### src/rtl/regfile_rename_pkg.sv
// Shared definitions for the architectural register file / rename-status table.
package regfile_rename_pkg;

   // Architectural register index width (x0..x31).
   localparam int REG_W       = 5;
   localparam int REG_NUM_DEF = 32;
   localparam int DATA_W_DEF  = 32;
   localparam int ROB_W_DEF   = 4;

   typedef logic [REG_W-1:0] reg_idx_t;

   // x0 is hardwired to zero: never written, never renamed, always reads 0.
   function automatic logic reg_is_x0(input reg_idx_t r);
      return (r == '0);
   endfunction

endpackage

### src/rtl/regfile_rename_read_port.sv
// One Dispatch source-operand lookup: returns the committed value, or the
// producer ROB tag when the register is still pending. A commit arriving in
// the same cycle is forwarded so Dispatch never misses a just-completed value.
module regfile_rename_read_port
   import regfile_rename_pkg::*;
#(
   parameter int REG_NUM = REG_NUM_DEF,
   parameter int DATA_W  = DATA_W_DEF,
   parameter int ROB_W   = ROB_W_DEF
) (
   input  logic                            rst,
   input  logic                            clr,
   input  logic                            rd_en_i,
   input  reg_idx_t                        rd_idx_i,
   input  logic [REG_NUM-1:0][DATA_W-1:0]  value_i,
   input  logic [REG_NUM-1:0]              busy_i,
   input  logic [REG_NUM-1:0][ROB_W-1:0]   tag_i,
   input  logic                            wr_s_i,
   input  reg_idx_t                        wr_rd_i,
   input  logic [ROB_W-1:0]                wr_tag_i,
   input  logic [DATA_W-1:0]               wr_data_i,
   output logic                            busy_o,
   output logic [ROB_W-1:0]                tag_o,
   output logic [DATA_W-1:0]               value_o
);

   logic                wr_hit;
   logic [DATA_W-1:0]   committed_val;

   assign wr_hit        = wr_s_i && (wr_rd_i == rd_idx_i);
   assign committed_val = wr_hit ? wr_data_i : value_i[rd_idx_i];

   // Priority: disabled/x0/reset -> flush -> pending producer -> committed value.
   always_comb begin
      busy_o  = 1'b0;
      tag_o   = '0;
      value_o = '0;
      if (rst || !rd_en_i || reg_is_x0(rd_idx_i)) begin
         value_o = '0;
      end else if (clr) begin
         // Flush cancels every in-flight producer; only committed state is valid.
         value_o = committed_val;
      end else if (busy_i[rd_idx_i]) begin
         if (wr_hit && (wr_tag_i == tag_i[rd_idx_i])) begin
            value_o = wr_data_i;
         end else begin
            busy_o = 1'b1;
            tag_o  = tag_i[rd_idx_i];
         end
      end else begin
         value_o = committed_val;
      end
   end

endmodule

### src/rtl/regfile_rename.sv
// Architectural register file plus rename-status table. Commit writes values
// and retires matching tags, Dispatch renames destinations, and a ROB flush
// drops every pending rename while keeping committed values.
module regfile_rename
   import regfile_rename_pkg::*;
#(
   parameter int REG_NUM = REG_NUM_DEF,
   parameter int DATA_W  = DATA_W_DEF,
   parameter int ROB_W   = ROB_W_DEF
) (
   input  logic               clk,
   input  logic               rst,
   input  logic               rdy,
   input  logic               clr,
   input  logic               Dispatch_S,
   input  reg_idx_t           Dispatch_rd,
   input  logic [ROB_W-1:0]   Dispatch_Reorder,
   input  logic               Dispatch_rs1_S,
   input  reg_idx_t           Dispatch_rs1,
   output logic               Dispatch_rs1_busy,
   output logic [ROB_W-1:0]   Dispatch_rs1_Reorder,
   output logic [DATA_W-1:0]  Dispatch_rs1_value,
   input  logic               Dispatch_rs2_S,
   input  reg_idx_t           Dispatch_rs2,
   output logic               Dispatch_rs2_busy,
   output logic [ROB_W-1:0]   Dispatch_rs2_Reorder,
   output logic [DATA_W-1:0]  Dispatch_rs2_value,
   input  logic               Reg_write_S,
   input  reg_idx_t           Reg_rd,
   input  logic [ROB_W-1:0]   Reg_Reorder,
   input  logic [DATA_W-1:0]  Reg_result
);

   logic [REG_NUM-1:0][DATA_W-1:0] value_q, value_d;
   logic [REG_NUM-1:0]             busy_q,  busy_d;
   logic [REG_NUM-1:0][ROB_W-1:0]  tag_q,   tag_d;

   logic rename_en;
   logic commit_en;

   // Renames stall on rdy and are dropped by a flush; commits are one-cycle
   // pulses from the ROB and must never be lost.
   assign rename_en = rdy && !clr && Dispatch_S && !reg_is_x0(Dispatch_rd);
   assign commit_en = Reg_write_S && !reg_is_x0(Reg_rd);

   // Next-state: commit first, then flush, then rename (later steps win).
   always_comb begin
      value_d = value_q;
      busy_d  = busy_q;
      tag_d   = tag_q;
      if (commit_en) begin
         value_d[Reg_rd] = Reg_result;
         // A stale tag means a younger writer still owns the register.
         if ((tag_q[Reg_rd] == Reg_Reorder) &&
             !(rename_en && (Dispatch_rd == Reg_rd))) begin
            busy_d[Reg_rd] = 1'b0;
         end
      end
      if (clr) begin
         // Tags are left stale on purpose; busy=0 makes them irrelevant.
         busy_d = '0;
      end
      if (rename_en) begin
         busy_d[Dispatch_rd] = 1'b1;
         tag_d[Dispatch_rd]  = Dispatch_Reorder;
      end
   end

   // State registers with asynchronous clear of values, busy bits and tags.
   always_ff @(posedge clk or posedge rst) begin
      if (rst) begin
         value_q <= '0;
         busy_q  <= '0;
         tag_q   <= '0;
      end else begin
         value_q <= value_d;
         busy_q  <= busy_d;
         tag_q   <= tag_d;
      end
   end

   regfile_rename_read_port #(
      .REG_NUM (REG_NUM),
      .DATA_W  (DATA_W),
      .ROB_W   (ROB_W)
   ) u_rs1 (
      .rst       (rst),
      .clr       (clr),
      .rd_en_i   (Dispatch_rs1_S),
      .rd_idx_i  (Dispatch_rs1),
      .value_i   (value_q),
      .busy_i    (busy_q),
      .tag_i     (tag_q),
      .wr_s_i    (Reg_write_S),
      .wr_rd_i   (Reg_rd),
      .wr_tag_i  (Reg_Reorder),
      .wr_data_i (Reg_result),
      .busy_o    (Dispatch_rs1_busy),
      .tag_o     (Dispatch_rs1_Reorder),
      .value_o   (Dispatch_rs1_value)
   );

   regfile_rename_read_port #(
      .REG_NUM (REG_NUM),
      .DATA_W  (DATA_W),
      .ROB_W   (ROB_W)
   ) u_rs2 (
      .rst       (rst),
      .clr       (clr),
      .rd_en_i   (Dispatch_rs2_S),
      .rd_idx_i  (Dispatch_rs2),
      .value_i   (value_q),
      .busy_i    (busy_q),
      .tag_i     (tag_q),
      .wr_s_i    (Reg_write_S),
      .wr_rd_i   (Reg_rd),
      .wr_tag_i  (Reg_Reorder),
      .wr_data_i (Reg_result),
      .busy_o    (Dispatch_rs2_busy),
      .tag_o     (Dispatch_rs2_Reorder),
      .value_o   (Dispatch_rs2_value)
   );

endmodule
### config.mk
export PLATFORM = sky130hd
export DESIGN_NAME = regfile_rename
export DESIGN_NICKNAME = d
export VERILOG_FILES = /design/src/rtl/regfile_rename_pkg.sv /design/src/rtl/regfile_rename_read_port.sv /design/src/rtl/regfile_rename.sv
export SDC_FILE = /design/constraint.sdc
export NUM_CORES = 2
export LEC_CHECK = 0
export ABC_CLOCK_PERIOD_IN_PS = 84000
export BUFFER_PORTS_ARGS = -buffer_cell sky130_fd_sc_hd__buf_4
export CAP_MARGIN = 20
export CORE_UTILIZATION = 45
export DETAILED_ROUTE_END_ITERATION = 16
export PLACE_DENSITY = 0.71
export SYNTH_ARGS = -nofsm -noshare
export SYNTH_HDL_FRONTEND = slang
export SYNTH_SLANG_ARGS = --single-unit
### constraint.sdc
create_clock -name clk -period 84 [get_ports clk]
set_input_delay 0 -clock clk [delete_from_list [all_inputs] [get_ports clk]]
set_output_delay 0 -clock clk [all_outputs]
set_load 0.02 [all_outputs]
Word level (Yosys, flattened, before mapping)
Cells that the tools add are included.
{"block": "totals", "register_bits": 1184, "input_bits": 68, "elab_cells": 160}
{"block": "op_classes", "magnitude_cmp": 6, "n_eq_ne": 6, "mux": 54, "n_bitwise": 3, "n_reduce_logical": 26}
{"cell": "bitwise mux 1024 bit", "count": 1}
{"cell": "two-way mux 32 bit", "count": 17}
{"cell": "binary-select mux 32 bit (select 5 bit)", "count": 2}
{"cell": "demux 32 bit (select 5 bit)", "count": 1}
{"cell": "bitwise mux 128 bit", "count": 1}
{"cell": "binary-select mux 4 bit (select 5 bit)", "count": 3}
{"cell": "two-way mux 4 bit", "count": 12}
{"cell": "AND 32 bit", "count": 1}
{"cell": "inverter 32 bit", "count": 1}
{"cell": "OR 32 bit", "count": 1}
{"cell": "less-than comparator 5 x 6 -> 1 bit, second input constant", "count": 4}
{"cell": "demux 4 bit (select 5 bit)", "count": 1}
{"cell": "zero test 5 bit", "count": 4}
{"cell": "== test 5 bit", "count": 3}
{"cell": "== test 4 bit", "count": 3}
{"cell": "logical AND 1 bit", "count": 12}
{"cell": "two-way mux 1 bit", "count": 12}
{"cell": "binary-select mux 1 bit (select 5 bit)", "count": 2}
{"cell": "demux 1 bit (select 5 bit)", "count": 2}
{"cell": ">= comparator 5 x 1 -> 1 bit, second input constant", "count": 2}
{"cell": "zero test 1 bit", "count": 6}
{"cell": "logical OR 1 bit", "count": 4}

Longest topological paths before layout
{"block": "depth", "word_depth": 12, "mapped_depth": 14, "mapped_depth_nobuf": 8}

By module
Synthesis repeated with hierarchy kept, for this count alone.
{"block": "unflattened", "cells_unflattened": 4972, "hier_area_um2": 66591.4}
{"mod": "regfile_rename", "n_inst": 1, "cells_per_inst": 3168, "area_per_inst_um2": 45521.2}
{"mod": "regfile_rename_read_port", "n_inst": 2, "cells_per_inst": 902, "area_per_inst_um2": 10535.1}

Least setup slack after synthesis
OpenSTA, ideal clock, no wires.
{"block": "synth_path", "path_kind": "input-to-output", "from": "input port rst", "to": "output port Dispatch_rs2_Reorder[3]", "arrival_time_ns": 27.341, "required_ns": 84.000, "path_slack_ns": 56.659, "cell_stages": 4, "n_path_buf": 1, "cell_sequence": "inv_1 o211a_1 clkbuf_1 nor3b_1"}
{"block": "synth_via", "elab_chain_len": 3}
{"item": "from (decl)", "line_no": "regfile_rename.sv:12", "rtl": "input logic rst,"}
{"item": "logical OR 1 bit (2 in a row)", "line_no": "regfile_rename_read_port.sv:38", "rtl": "if (rst || !rd_en_i || reg_is_x0(rd_idx_i)) begin"}
{"item": "two-way mux 4 bit", "line_no": "regfile_rename_read_port.sv:38"}
{"item": "to (decl)", "line_no": "regfile_rename.sv:26", "rtl": "output logic [ROB_W-1:0] Dispatch_rs2_Reorder,"}
Every way passes these cells.

Worst setup path in the final report
{"block": "layout_path", "from": "input port Dispatch_rs2[1]", "to": "output port Dispatch_rs2_value[4]"}
{"block": "layout_via", "elab_chain_len": 8, "elab_cells_between_ends": 17, "cone_classes": "2 x eq/ne; 11 x mux; 4 x reduce/logical"}
{"item": "from (decl)", "line_no": "regfile_rename.sv:24", "rtl": "input reg_idx_t Dispatch_rs2,"}
{"item": "binary-select mux 4 bit (select 5 bit)", "line_no": "regfile_rename_read_port.sv:44", "rtl": "if (wr_hit && (wr_tag_i == tag_i[rd_idx_i])) begin"}
{"item": "two-way mux 4 bit (implied by the code)", "line_no": "regfile_rename_read_port.sv:44"}
{"item": "== test 4 bit", "line_no": "regfile_rename_read_port.sv:44"}
{"item": "logical AND 1 bit", "line_no": "regfile_rename_read_port.sv:44"}
{"item": "two-way mux 32 bit", "line_no": "regfile_rename_read_port.sv:44"}
{"item": "two-way mux 32 bit", "line_no": "regfile_rename_read_port.sv:43", "rtl": "end else if (busy_i[rd_idx_i]) begin"}
{"item": "two-way mux 32 bit", "line_no": "regfile_rename_read_port.sv:40", "rtl": "end else if (clr) begin"}
{"item": "two-way mux 32 bit *", "line_no": "regfile_rename_read_port.sv:38"}
{"item": "to (decl)", "line_no": "regfile_rename.sv:27", "rtl": "output logic [DATA_W-1:0] Dispatch_rs2_value,"}
Every way passes the cells marked *; elsewhere a longest branch is shown, timed or not. The select of a mux whose other input is x is not followed.

==> results.md <==
* First-pass GRT wire length at 313,700 um
* DP Area at 0.06668 sq mm
* Critical path class: in -> out
* Netlist cell types at 60
* Row Count at 138
* Total grt overflow at 0
* Fin crit period at 4.959 ns
* Peak supply drop at 16.21 uV
* Initial core utilization at 45.61%
* Area growth syn-to-layout at 10.04%
* DIE HEIGHT at 381.7 um
* Setup TNS at 0 ns
* Number of post-CTS setup repair buffers at 0
* Die ar. at 0.1457 sq mm
* Reg clk slew, reported paths at 0.06 ns
* Worst path required time at 84.00 ns
* Sequential area share after synthesis at 45.66%
* Vias/cell at 6.556
* TritonRoute pass-1 iters at 6
* Most frequent cells in the layout: 1,184 x dfrtp_1, 804 x o21ai_0, 733 x nand2_1, 541 x mux2_2, 507 x mux4_2
* Area of the mapped netlist at 0.06489 sq mm
* Root buf cell: clkbuf_16
* Core area at 0.1423 sq mm
* H-Tree Depth at 3
* YS warnings at 0
* Synthesized area per cell at 11.77 sq um
* # setup viols final at 0
* Max-slew headroom at 19.17%
* GPL Wtd Cong at 0.9312
* Worst Setup Start Kind: input pin
* Met3 usage at 6.071%
* Number of synthesized flops with an enable pin at 0
* Number of global-route vias before repair at 48,039
* TritonCTS Sinks at 1,184
* Iteration-0 DRC Markers at 5,104
* Status: completed
* Chip width at 381.7 um
* Cts hold-fix bufs at 55
* Initial antenna violation count at 2
* Num CTS Buffers at 117
* Largest net degree at the start of global routing at 167
* Commonest non-fill, non-tap cell in the layout: dfrtp_1
* Tcrit/Tclk final at 5.904%
* Nets@finish at 5,362
* I/O Buffers at 141
* Worst hold path class: in -> reg
* Met1 GRT Util at 37.47%
* Met2 usage at 44.48%
* Cell leakage power at 31.28 nW
* Critical Path Fanout Max at 98
* ANT nets after route at 0
* Routed WL at 209,800 um
* Max-cap violations at 0
* Syn_nets at 5,581
* Seq cells post-synth at 1,184
* CTS tree: done
* Detailed-route via count at 47,731
* Actual slew at the worst max-slew pin at 1.201 ns
* GRT Util Overall at 28.66%
* Post-synth top flop: dfrtp_1
* Final clock skew at 0.01333 ns
* Async SR Flop Fraction at 100.0%
* Post-DP HPWL at 115,400 um
* Final Cell Area at 0.07140 sq mm
* Data arrival, critical path at 4.96 ns
* Longest Clk Path Bufs at 3
* Final Hold Fails at 0
* Pwr dens at 22.75 mW/mm^2
* Setup crit end kind: output pin
* Top Ports at 142
* DR DRC count at 0
* Layout cell share with drive strength beyond 1 at 28.86%
* Unrepaired setup endpoints after global routing: no
* Post-cts resize count at 0
* Worst-skew pair later-pin latency at 0.74 ns
* Fmax at 201.7 MHz
* Top Usage Layer GRT: met2
* Final Max Tran Viols at 0
* DR WL/cell at 28.82 um
* Cells after Synth at 5,513
## state kept, by name, indices dropped and copies added, names as in the netlist
| signal | cells |
|---|---|
| value_q | 1024 |
| tag_q | 128 |
| busy_q | 32 |
## stage by stage
stage          worst slack (ns)  utilization, %  instances  hold slack [ns]  power (mW)
6_report                  79.04           50.19       7280          0.04310       1.624
3_3_place_gp              79.11           46.86       7007           0.2030       1.038
3_5_place_dp              79.09           46.86       7007           0.2064       1.056
4_1_cts                   79.08           50.15       7276         0.004933       1.623
2_1_floorplan             50.61               -       5513          0.06564      0.9674
5_1_grt                   78.63           50.19       7279          0.06408       1.688
## worst max-delay path: stages
cell	delay [ns]
buf_8	0.68
buf_4	0.86
mux4_2	0.61
mux4_2	0.47
nor2_1	0.18
nor4_4	0.10
nor2_4	0.72
buf_4	0.62
nor2_1	0.09
a21oi_1	0.14
and3_1	0.16
buf_4	0.14
## worst paths after layout
| path | start | to | slack, ns | depth (start not counted) |
|---|---|---|---|---|
| max in group asynchronous | rst | value_q[805]$_DFFE_PP0P_ | 79.30 | 8 |
| min reg2reg | value_q[8]$_DFFE_PP0P_ | value_q[8]$_DFFE_PP0P_ | 0.40 | 0 |
| min in group asynchronous | rst | value_q[983]$_DFFE_PP0P_ | 0.60 | 4 |
| max | Dispatch_rs2[1] | Dispatch_rs2_value[4] | 79.04 | 12 |
| max reg2reg | tag_q[125]$_DFFE_PP0P_ | busy_q[11]$_DFF_PP0_ | 80.11 | 8 |
| min | Dispatch_S | tag_q[48]$_DFFE_PP0P_ | 0.04 | 5 |
## cell type report
type,count,area (sq um)
fillers,12275,70870
multi-input cells,3681,32810
flip-flops and latches,1184,29630
clock buffers,155,3303
well taps,1890,2365
repair buffers,270,2301
clock inverters,59,829.5
inverters,40,162.7
diodes,1,2.502
## Yosys cell counts (11+ instances only)
cell type | count | area (sq um)
o21ai_0 | 804 | 4024
buf_2 | 116 | 580.6
o211ai_1 | 48 | 360.4
clkbuf_1 | 427 | 1603
buf_1 | 45 | 168.9
nand4_1 | 19 | 118.9
nand2b_1 | 12 | 75.07
a22oi_1 | 116 | 870.8
xor2_1 | 14 | 122.6
and3_1 | 46 | 287.8
nor2b_1 | 18 | 112.6
a31o_2 | 13 | 113.9
nor3_1 | 14 | 70.07
dfrtp_1 | 1184 | 29630
and2_1 | 14 | 87.58
inv_1 | 38 | 142.6
buf_6 | 11 | 123.9
nor2_1 | 130 | 488.0
mux2_2 | 541 | 6092
a21oi_1 | 115 | 575.6
a221oi_1 | 64 | 560.5
mux2i_1 | 331 | 3313
nand3_1 | 20 | 100.1
mux4_2 | 507 | 11420
nor3_2 | 31 | 310.3
nand2_1 | 751 | 2819
## cells by family (layout without fill, tap and decap cells)
| group | after synthesis | count (layout) | synth area share, % |
|---|---|---|---|
| XOR/XNOR | 24 | 24 | 0.3239 |
| AND/OR/NAND/NOR | 1091 | 1091 | 7.337 |
| AO/OA/AOI/OAI | 1181 | 1181 | 10.31 |
| other | 0 | 1 | 0 |
| multiplexers | 1385 | 1385 | 32.22 |
| flip-flops | 1184 | 1184 | 45.66 |
| buffers and inverters | 648 | 524 | 4.148 |
## layer usage
layer / share of wire, % / vias to the layer above
met4: 6.2 / 2
met1: 38 / 24360
met5: 0.0067 / -
met3: 9.6 / 703
met2: 46 / 2799
li1: - / 19867
## power breakdown
part	total [mW]	internal (mW)	leakage, nW	switching, mW
Clock	0.570	0.336	2.03	0.234
Combinational	0.315	0.164	13.8	0.151
Sequential	0.739	0.666	15.5	0.0736
Note: power is estimated with default switching activity, not from simulation.
